## config.mk

```make
export PLATFORM = sky130hd
export DESIGN_NAME = lives_score_tracker
export DESIGN_NICKNAME = d
export VERILOG_FILES = /design/src/rtl/pong_pkg.sv /design/src/rtl/lives_score_tracker_bcd_counter4.sv /design/src/rtl/lives_score_tracker.sv
export SDC_FILE = /design/constraint.sdc
export NUM_CORES = 1
export LEC_CHECK = 0
export CORE_ASPECT_RATIO = 0.5
export CORE_MARGIN = 4
export CORE_UTILIZATION = 25
export CTS_CLUSTER_DIAMETER = 80
export DETAILED_ROUTE_END_ITERATION = 7
export GPL_ROUTABILITY_DRIVEN = 0
export PLACE_DENSITY = 0.42
export SLEW_MARGIN = 10
export SYNTH_ARGS = -nofsm -noshare
export SYNTH_HDL_FRONTEND = slang
export SYNTH_SLANG_ARGS = --single-unit
```

## constraint.sdc

```tcl
create_clock -name Clk_100MHz -period 1.9 [get_ports Clk_100MHz]
set_input_delay 0.38 -clock Clk_100MHz [delete_from_list [all_inputs] [get_ports Clk_100MHz]]
set_output_delay 0.38 -clock Clk_100MHz [all_outputs]
set_load 0.01 [all_outputs]
```

## src/rtl/pong_pkg.sv

```systemverilog
// Shared Pong types, default constants and the BCD increment helper.
// Consumed by lives_score_tracker (HIGH_SCORE_EN build option) and bcd_counter4.
package pong_pkg;

    localparam int unsigned DEFAULT_INIT_LIVES          = 3;
    localparam int unsigned DEFAULT_MISS_HOLDOFF_FRAMES = 60;

    typedef logic [3:0] bcd_t;

    localparam logic [1:0] ST_PLAY = 2'd0;
    localparam logic [1:0] ST_HOLD = 2'd1;
    localparam logic [1:0] ST_OVER = 2'd2;

    // Four-digit packed BCD +1; 9999 wraps to 0000.
    function automatic logic [15:0] bcd_inc(input logic [15:0] v);
        logic [15:0] r;
        logic        carry;
        bcd_t        d;
        r     = v;
        carry = 1'b1;
        for (int unsigned i = 0; i < 4; i++) begin
            d = v[4*i +: 4];
            if (carry) begin
                if (d == 4'd9) begin
                    r[4*i +: 4] = 4'd0;
                end else begin
                    r[4*i +: 4] = d + 4'd1;
                    carry       = 1'b0;
                end
            end
        end
        return r;
    endfunction

endpackage

```

## src/rtl/lives_score_tracker_bcd_counter4.sv

```systemverilog
// bcd_counter4: four-digit synchronous BCD incrementer with sync clear, wraps at 9999.
module bcd_counter4
    import pong_pkg::*;
(
    input  logic        clk_i,
    input  logic        clr_i,
    input  logic        inc_i,
    output logic [15:0] q_o
);

    logic [15:0] cnt_q, cnt_d;

    always_comb begin
        cnt_d = cnt_q;
        if (clr_i) begin
            cnt_d = '0;
        end else if (inc_i) begin
            cnt_d = bcd_inc(cnt_q);
        end
    end

    always_ff @(posedge clk_i) begin
        cnt_q <= cnt_d;
    end

    assign q_o = cnt_q;

endmodule

```

## src/rtl/lives_score_tracker.sv

```systemverilog
// Pong lives/score tracker with post-miss frame holdoff feeding GameControl_top.
// Build option: define HIGH_SCORE_EN to add the HighScore port and register.
module lives_score_tracker
    import pong_pkg::*;
#(
    parameter int unsigned INIT_LIVES          = DEFAULT_INIT_LIVES,
    parameter int unsigned MISS_HOLDOFF_FRAMES = DEFAULT_MISS_HOLDOFF_FRAMES
)(
    input  logic        Clk_100MHz,
    input  logic        Reset,
    input  logic        Game_Enable,
    input  logic        GameTimer_Reset,
    input  logic        VMA_busy,
    input  logic        ballMiss,
    input  logic        paddleHit,
    output logic [1:0]  LivesCount,
    output logic [15:0] Score,
    output logic        MissHold,
    output logic        GameOver
`ifdef HIGH_SCORE_EN
    ,
    output logic [15:0] HighScore
`endif
);

    logic       vma_q, miss_q, hit_q;
    logic       vma_edge, miss_edge, hit_edge;
    logic       new_game;
    logic [1:0] state_q, state_d;
    logic [1:0] lives_q, lives_d;
    logic [5:0] cnt_q, cnt_d;
    logic       hold_q, hold_d;
    logic       over_q, over_d;
    logic       score_inc;

    assign vma_edge  = VMA_busy  & ~vma_q;
    assign miss_edge = ballMiss  & ~miss_q;
    assign hit_edge  = paddleHit & ~hit_q;
    assign new_game  = Reset | GameTimer_Reset;

    always_comb begin
        state_d   = state_q;
        lives_d   = lives_q;
        cnt_d     = cnt_q;
        hold_d    = hold_q;
        over_d    = over_q;
        score_inc = 1'b0;
        if (new_game) begin
            state_d = ST_PLAY;
            lives_d = INIT_LIVES[1:0];
            cnt_d   = '0;
            hold_d  = 1'b0;
            over_d  = 1'b0;
        end else begin
            case (state_q)
                ST_PLAY: begin
                    score_inc = Game_Enable & hit_edge;
                    if (Game_Enable && miss_edge) begin
                        lives_d = lives_q - 2'd1;
                        if (lives_q == 2'd1) begin
                            state_d = ST_OVER;
                            over_d  = 1'b1;
                        end else begin
                            state_d = ST_HOLD;
                            cnt_d   = '0;
                            hold_d  = 1'b1;
                        end
                    end
                end
                ST_HOLD: begin
                    if (Game_Enable && vma_edge) begin
                        cnt_d = cnt_q + 6'd1;
                        if (cnt_d == MISS_HOLDOFF_FRAMES[5:0]) begin
                            state_d = ST_PLAY;
                            hold_d  = 1'b0;
                        end
                    end
                end
                default: ;
            endcase
        end
    end

    always_ff @(posedge Clk_100MHz) begin
        if (Reset) begin
            vma_q   <= 1'b0;
            miss_q  <= 1'b0;
            hit_q   <= 1'b0;
            state_q <= ST_PLAY;
            lives_q <= INIT_LIVES[1:0];
            cnt_q   <= '0;
            hold_q  <= 1'b0;
            over_q  <= 1'b0;
        end else begin
            vma_q   <= VMA_busy;
            miss_q  <= ballMiss;
            hit_q   <= paddleHit;
            state_q <= state_d;
            lives_q <= lives_d;
            cnt_q   <= cnt_d;
            hold_q  <= hold_d;
            over_q  <= over_d;
        end
    end

    bcd_counter4 u_score (
        .clk_i (Clk_100MHz),
        .clr_i (new_game),
        .inc_i (score_inc),
        .q_o   (Score)
    );

`ifdef HIGH_SCORE_EN
    logic [15:0] hs_q, hs_d;
    logic [15:0] score_after;

    // A hit in the losing cycle counts toward the final score being compared.
    always_comb begin
        hs_d        = hs_q;
        score_after = score_inc ? bcd_inc(Score) : Score;
        if (!new_game && state_q == ST_PLAY && state_d == ST_OVER && score_after > hs_q) begin
            hs_d = score_after;
        end
    end

    always_ff @(posedge Clk_100MHz) begin
        if (Reset) begin
            hs_q <= '0;
        end else begin
            hs_q <= hs_d;
        end
    end

    assign HighScore = hs_q;
`endif

    assign LivesCount = lives_q;
    assign MissHold   = hold_q;
    assign GameOver   = over_q;

endmodule

```

==> results of run 1 <==
[what timing repair did]
action / CTS / global route
resized for setup: 0 / 4
setup endpoints to repair: 0 / 6
setup buffers: 0 / 1
[critical path: stages]
cell             delay [ns]
clkdlybuf4s50_1        0.48
and4bb_2               0.25
nand4b_1               0.10
buf_4                  0.17
or4_1                  0.49
a31oi_1                0.16
[area by class of cell]
cell class                      instances  area, sq um
Fill cell                             584         3460
Multi-Input combinational cell        129          871
Sequential cell                        31          621
Timing Repair Buffer                   48          443
Clock buffer                            6          139
Tap cell                               73         91.3
Clock inverter                          2         35.0
Inverter                                7         26.3
[cells by family (layout without fill, tap and decap cells)]
kind of cell,count (synthesis),after routing
flops,31,31
fa+ha+maj,2,2
buf+inv,10,63
xor+xnor,9,9
simple gates,75,75
mux,1,1
compound gates,42,42
[cells in the final DEF (no fill, tap or decap), types with 5 or more instances in the layout]
| cell type | synthesis | layout |
|---|---|---|
| buf_4 | 0 | 21 |
| a21oi_1 | 9 | 8 |
| nand2_1 | 10 | 10 |
| clkdlybuf4s50_1 | 0 | 24 |
| o21ai_0 | 10 | 10 |
| inv_1 | 7 | 7 |
| nor2b_1 | 8 | 8 |
| xnor2_1 | 8 | 8 |
| clkbuf_16 | 0 | 5 |
| a31oi_1 | 6 | 6 |
| nor2_1 | 18 | 18 |
| nand3_1 | 5 | 5 |
| dfxtp_1 | 31 | 31 |
[metal layers]
layer | track usage | wire length (um) | up-vias
met5 | 0 | 0 | -
met1 | 0.156 | 1980 | 641
met4 | 0.0438 | 59 | 0
li1 | - | - | 731
met2 | 0.154 | 1490 | 24
met3 | 0.0465 | 193 | 7
[where the power goes]
group          internal [W]  switching [W]  leakage [nW]  total (W)
clock network      0.000651       0.000296        0.0868   0.000947
registers          0.000658     0.00000564         0.251   0.000664
logic             0.0000588      0.0000492         0.492   0.000108
total               0.00137       0.000350         0.829    0.00172
[stage by stage]
step	total power [W]	setup TNS [ns]	setup slack, ns
final	0.00172	0	0.0772
after global routing	0.00179	-0.000374	-0.000374
after CTS	0.00175	0	0.0104
after detailed placement	0.000786	-2.96	-0.288
after global placement	0.000786	-2.99	-0.266
after floorplan	0.000724	0	0.0140
[cells in the mapped netlist (2+ instances only)]
cell type   n
dfxtp_1    31
nor2_1     18
nand2_1    10
o21ai_0    10
a21oi_1     9
nor2b_1     8
xnor2_1     8
inv_1       7
a31oi_1     6
nand3_1     5
a211oi_1    3
clkbuf_1    3
nand2b_1    3
nand4_1     3
o21a_1      3
or3_1       3
or4_1       3
a21o_1      2
a41o_1      2
and2_1      2
and3_1      2
ha_1        2
nor3_1      2
nor4_1      2
o311ai_0    2
[sequential cells by signal, summed over array words and instances (netlist names)]
signal,count
vma_q,1
miss_q,1
MissHold,1
u_score.q_o,16
cnt_q,6
state_q,2
GameOver,1
LivesCount,2
hit_q,1
[worst paths after layout]
kind / start / endpoint / slack, ns / cells after the start
setup reg to reg: LivesCount[1] / cnt_q[5] / 0.14 / 6
setup / recovery: Game_Enable / u_score.q_o[11] / 0.08 / 6
hold / removal: GameOver / GameOver / 0.47 / 1
hold reg to reg: GameOver / GameOver / 0.47 / 1
==> impl_summary.log, run 1 <==
[metrics] maximum clock frequency: 0.549 GHz
[metrics] Worst Max-Slew Pin Slew: 0.397 ns
[metrics] DP Area: 2030 sq um
[metrics] largest family of logic cells by synthesized area: simple AND/OR/NAND/NOR gates
[metrics] I/O pin count: 27
[metrics] Layout Area Growth over Synthesis: 46.8%
[metrics] clock root buffer master: clkbuf_16
[metrics] Synth Warn #: 0
[metrics] Post-synth EDFFs: 0
[metrics] net count of the mapped netlist: 179
[metrics] adder-cell share of the synthesized area: 0.0165
[metrics] compound-gate portion of the synthesized area: 0.190
[metrics] critical path type: in2reg
[metrics] number of iterations in the first detailed-routing pass: 4
[metrics] share of the synthesized area in the top cell type: 0.409
[metrics] estimated wirelength of the detail-placed design: 2720 um
[metrics] fraction of synthesis flops using an asynchronous set or reset pin: 0
[metrics] vias per inst: 4.74
[metrics] cell area after synthesis: 1520 sq um
[metrics] detail-routed net length per standard cell: 12.6 um
[metrics] leak pwr: 0.829 nW
[metrics] number of nets in the finished design: 231
[metrics] largest fanout on the critical path: 9
[metrics] number of port buffers: 26
[metrics] area of the core: 5680 sq um
[metrics] post-route core utilization: 0.392
[metrics] minimum period implied by the final worst setup slack: 1.82 ns
[metrics] critical path capture point type: flop
[metrics] power density over the cells: 772 nW/um^2
[metrics] detailed-route DRC error count: 0
[metrics] die outline height: 63.1 um
[metrics] data arrival time of the critical path: 2.03 ns
[metrics] Synth Area per Inst: 8.92 sq um
[metrics] Routed WL: 3730 um
[metrics] antenna violations before repair: 0
[metrics] synth unique cells: 46
[metrics] result of the run: finished clean
[metrics] clock tree from TritonCTS: built
[metrics] Final Cell Area: 2230 sq um
[metrics] Slew Viols, Final: 0
[metrics] type of the worst min-delay path: reg2reg
[metrics] global-route wire length before repair: 6690 um
[metrics] share of synthesized area occupied by flip-flops and latches: 0.409
[metrics] clk sinks: 31
[metrics] category of the worst setup path launch point: input pin
[metrics] maximum number of pins on one net before global-route repair: 15
[metrics] starting utilization of the core area: 0.267
[metrics] synthesized netlist cell count: 170
[metrics] antenna viol nets, final: 0
[metrics] Final Hold Vio Count: 0
[metrics] Die Wd: 118 um
[metrics] diode insertion count for antenna repair: 0
[metrics] standard-cell row count: 19
[metrics] H-tree depth: 2
[metrics] overall routing resource usage: 0.112
[metrics] die footprint: 7450 sq um
[metrics] mux contribution to synthesized area: 0.00660
[metrics] via count of the first global-routing pass: 1364
[metrics] # placed instances: 287
[metrics] xor-xnor portion of the synthesized cell area: 0.0520
[metrics] final worst-path cycle share: 0.959
[metrics] register clock-pin slew on the reported worst setup and hold paths: 0.05 ns
[metrics] total of endpoints with negative setup slack in the final report: 0
[metrics] final-layout worst hold slack: 0.469 ns
[metrics] number of synthesized register bits: 31
[metrics] share of final-layout standard cells stronger than drive strength 1: 0.170
[metrics] critical path required time: 2.11 ns
[metrics] Slew headroom: 0.732
[metrics] largest area contributor in the netlist: dfxtp_1
[metrics] violation count after the first detailed-routing iteration: 94
[metrics] number of buffers inserted by hold repair at cts: 0
[metrics] via count: 1403
[metrics] maximum vdd drop: 0.000314 V
[metrics] most used flip-flop cell after synthesis: dfxtp_1
[metrics] area share of and/or/nand/nor cells after synthesis: 0.301
[metrics] Clock Tree Buf Depth: 2
[metrics] number of standard cells in the layout, taps in and fillers out: 296
[metrics] reported max-cap violation count: 0
[metrics] worst-skew pair later-pin latency: 0.28 ns
[metrics] cell types with the largest area share after synthesis: dfxtp_1 (41%), xnor2_1 (4.6%), nor2_1 (4.5%)
[metrics] GRT overflow: 0
[metrics] Final Skew: 0.00421 ns
[metrics] CTS buffer count: 5
(Power assumes the default switching activity.)
==> inputs of run 2 (changes only) <==
- DONT_BUFFER_PORTS: not set -> 1
- PLACE_DENSITY: 0.42 -> 0.35
- clock period: 1.9 -> 2.1 ns (I/O delays scaled with it)
==> impl_summary.log, run 2 (synthesized netlist as in run 1, its figures left out) <==
[metrics] Slew Viols, Final: 0 (unchanged)
[metrics] Final Cell Area: 1820 sq um (-18%)
[metrics] logic depth of the worst setup path including buffers: 6 (unchanged)
[metrics] total of endpoints with negative setup slack in the final report: 0 (unchanged)
[metrics] register clock-pin slew on the reported worst setup and hold paths: 0.05 ns (about the same)
[metrics] maximum clock frequency: 0.513 GHz
[metrics] most frequent cells in the layout: dfxtp_1 (31), nor2_1 (18), nand2_1 (10), o21ai_0 (10)
[metrics] via count of the first global-routing pass: 1191 (-13%)
[metrics] clock root buffer master: clkbuf_16
[metrics] maximum vdd drop: 0.000232 V (-26%)
[metrics] number of gates given a new drive strength after cts: 0 (unchanged)
[metrics] die footprint: 7450 sq um (unchanged)
[metrics] largest fanout on the critical path: 5 (-4)
[metrics] worst-skew pair later-pin latency: 0.28 ns (about the same)
[metrics] power after layout: 0.00142 W (-17%)
[metrics] share of final-layout standard cells stronger than drive strength 1: 0.125 (-0.0454)
[metrics] highest-delay cell along the critical path: or4b_4
[metrics] standard-cell row count: 19 (unchanged)
[metrics] result of the run: finished clean
[metrics] via count: 1278 (-8.9%)
[metrics] RSZ-0062 raised after global routing: no
[metrics] Buffers & Inverters on Critical Path: 1 (-1)
[metrics] Top Family by Delay on Critical Path: compound AO/OA/AOI/OAI gates
[metrics] GRT overflow: 0 (unchanged)
[metrics] vias per inst: 4.97 (+4.9%)
[metrics] maximum number of pins on one net before global-route repair: 17 (+2)
[metrics] antenna violations before repair: 0 (unchanged)
[metrics] Layout Area Growth over Synthesis: 20.0%
[metrics] Final TNS setup: 0 ns (unchanged)
[metrics] antenna viol nets, final: 0 (unchanged)
[metrics] Worst Max-Slew Pin Slew: 0.476 ns (+0.0793 ns)
[metrics] hold-critical path depth: 1 (unchanged)
[metrics] clk sinks: 31 (unchanged)
[metrics] number of port buffers: 0 (-100%)
[metrics] final-layout worst hold slack: 0.211 ns (-0.258 ns)
[metrics] category of the worst setup path launch point: flop
[metrics] number of buffers inserted by hold repair at cts: 0 (unchanged)
[metrics] cell with the most instances on the worst path: a21oi_1
[metrics] H-tree depth: 2 (unchanged)
[metrics] overall routing resource usage: 0.106 (-0.00646)
[metrics] most common cell after layout, fill and taps aside: dfxtp_1
[metrics] data arrival time of the critical path: 2.12 ns (+0.09 ns)
[metrics] starting utilization of the core area: 0.267 (unchanged)
[metrics] violation count after the first detailed-routing iteration: 46 (-51%)
[metrics] critical path capture point type: flop
[metrics] detail-routed net length per standard cell: 14.5 um (+15%)
[metrics] I/O pin count: 27 (unchanged)
[metrics] Filler Cell Count: 600 (+2.7%)
[metrics] Slew headroom: 0.680 (-0.0517)
[metrics] number of setup buffers added after CTS: 0 (unchanged)
[metrics] leak pwr: 0.638 nW (-23%)
[metrics] Clock Tree Buf Depth: 2 (unchanged)
[metrics] global-route wire length before repair: 6200 um (-7.3%)
[metrics] clock tree from TritonCTS: built
[metrics] DP Area: 1660 sq um (-18%)
[metrics] Final Skew: 0.00396 ns (-0.000246 ns)
[metrics] critical path required time: 2.27 ns (+0.16 ns)
[metrics] minimum period implied by the final worst setup slack: 1.95 ns
[metrics] number of nets in the finished design: 192 (-17%)
[metrics] critical path type: reg2reg
[metrics] ordered list of cells on the worst path: inv_1 > ha_1 > or4b_4 > a21oi_1 > a21oi_1 > a21o_1
[metrics] number of iterations in the first detailed-routing pass: 4 (unchanged)
[metrics] Routed WL: 3730 um (about the same)
[metrics] final worst-path cycle share: 0.928
[metrics] diode insertion count for antenna repair: 0 (unchanged)
[metrics] Crit path largest cell delay: 0.57 ns (+0.08 ns)
[metrics] reported max-cap violation count: 0 (unchanged)
[metrics] type of the worst min-delay path: in2reg
[metrics] detailed-route DRC error count: 0 (unchanged)
[metrics] r2r worst-path depth: 6 (unchanged)
[metrics] power density over the cells: 781 nW/um^2 (+1.1%)
[metrics] Final Hold Vio Count: 0 (unchanged)
[metrics] estimated wirelength of the detail-placed design: 2640 um (-3.0%)
[metrics] Die Wd: 118 um (unchanged)
[metrics] CTS buffer count: 5 (unchanged)
[metrics] die outline height: 63.1 um (unchanged)
[metrics] flip-flop count of the largest register, all copies and words added: 16 (unchanged)
[metrics] area of the core: 5680 sq um (unchanged)
==> run 2: cell types whose count changed in the layout (fill, tap and decap cells not counted) <==
cell / previous run / this run
clkinv_2: 1 / 0
clkdlybuf4s50_1: 24 / 0
nor4b_2: 0 / 1
clkbuf_8: 1 / 2
buf_4: 21 / 9
dlymetal6s2s_1: 2 / 0
a21oi_2: 1 / 0
buf_12: 1 / 0
a21oi_1: 8 / 9
clkbuf_1: 0 / 1
bufinv_16: 1 / 0
nor4b_4: 2 / 1
==> run 2: area by class of cell <==
class / count / area (sq um) / share of cell area
clock buffer: 8 / 156 / 0.0859
inverter: 7 / 26.3 / 0.0144
multi-input combinational: 129 / 858 / 0.471
sequential: 31 / 621 / 0.341
tap: 73 / 91.3 / 0.0502
timing repair buffer: 9 / 67.6 / 0.0371
==> run 2: path summary, 6_finish.rpt <==
kind / start / endpoint / slack, ns
worst max-delay path: LivesCount[1] / state_q[0] / 0.15
worst min-delay path: Reset / miss_q / 0.21
worst max register to register: LivesCount[1] / state_q[0] / 0.15
worst min register to register: state_q[1] / state_q[1] / 0.52
==> run 2: power by group <==
part | switching, W | internal (W)
Combinational | 0.0000335 | 0.0000234
Clock | 0.000259 | 0.000504
Sequential | 0.00000565 | 0.000596
Total | 0.000298 | 0.00112
==> run 2: per-stage QoR <==
step            util  std cells  setup WS (ns)
5_1_grt        0.320        257         0.0371
3_3_place_gp   0.293        249          0.194
3_5_place_dp   0.293        249          0.145
6_report       0.320        257          0.150
4_1_cts        0.320        257          0.130
2_1_floorplan      -        170          0.214
==> run 2: worst reg2reg max path, cell delays in order, from the launching register on <==
cell and delay (ns):
dfxtp_1 0.32, inv_1 0.05, ha_1 0.22, or4b_4 0.57
a21oi_1 0.35, a21oi_1 0.14, a21o_1 0.20
==> run 2: per-layer routing <==
metal  share of wire  vias to the layer above  GRT usage
met5               0                        -          0
met3           0.068                        5     0.0608
met1            0.48                      607      0.129
li1                -                      648          -
met4           0.012                        0     0.0307
met2            0.44                       18      0.160
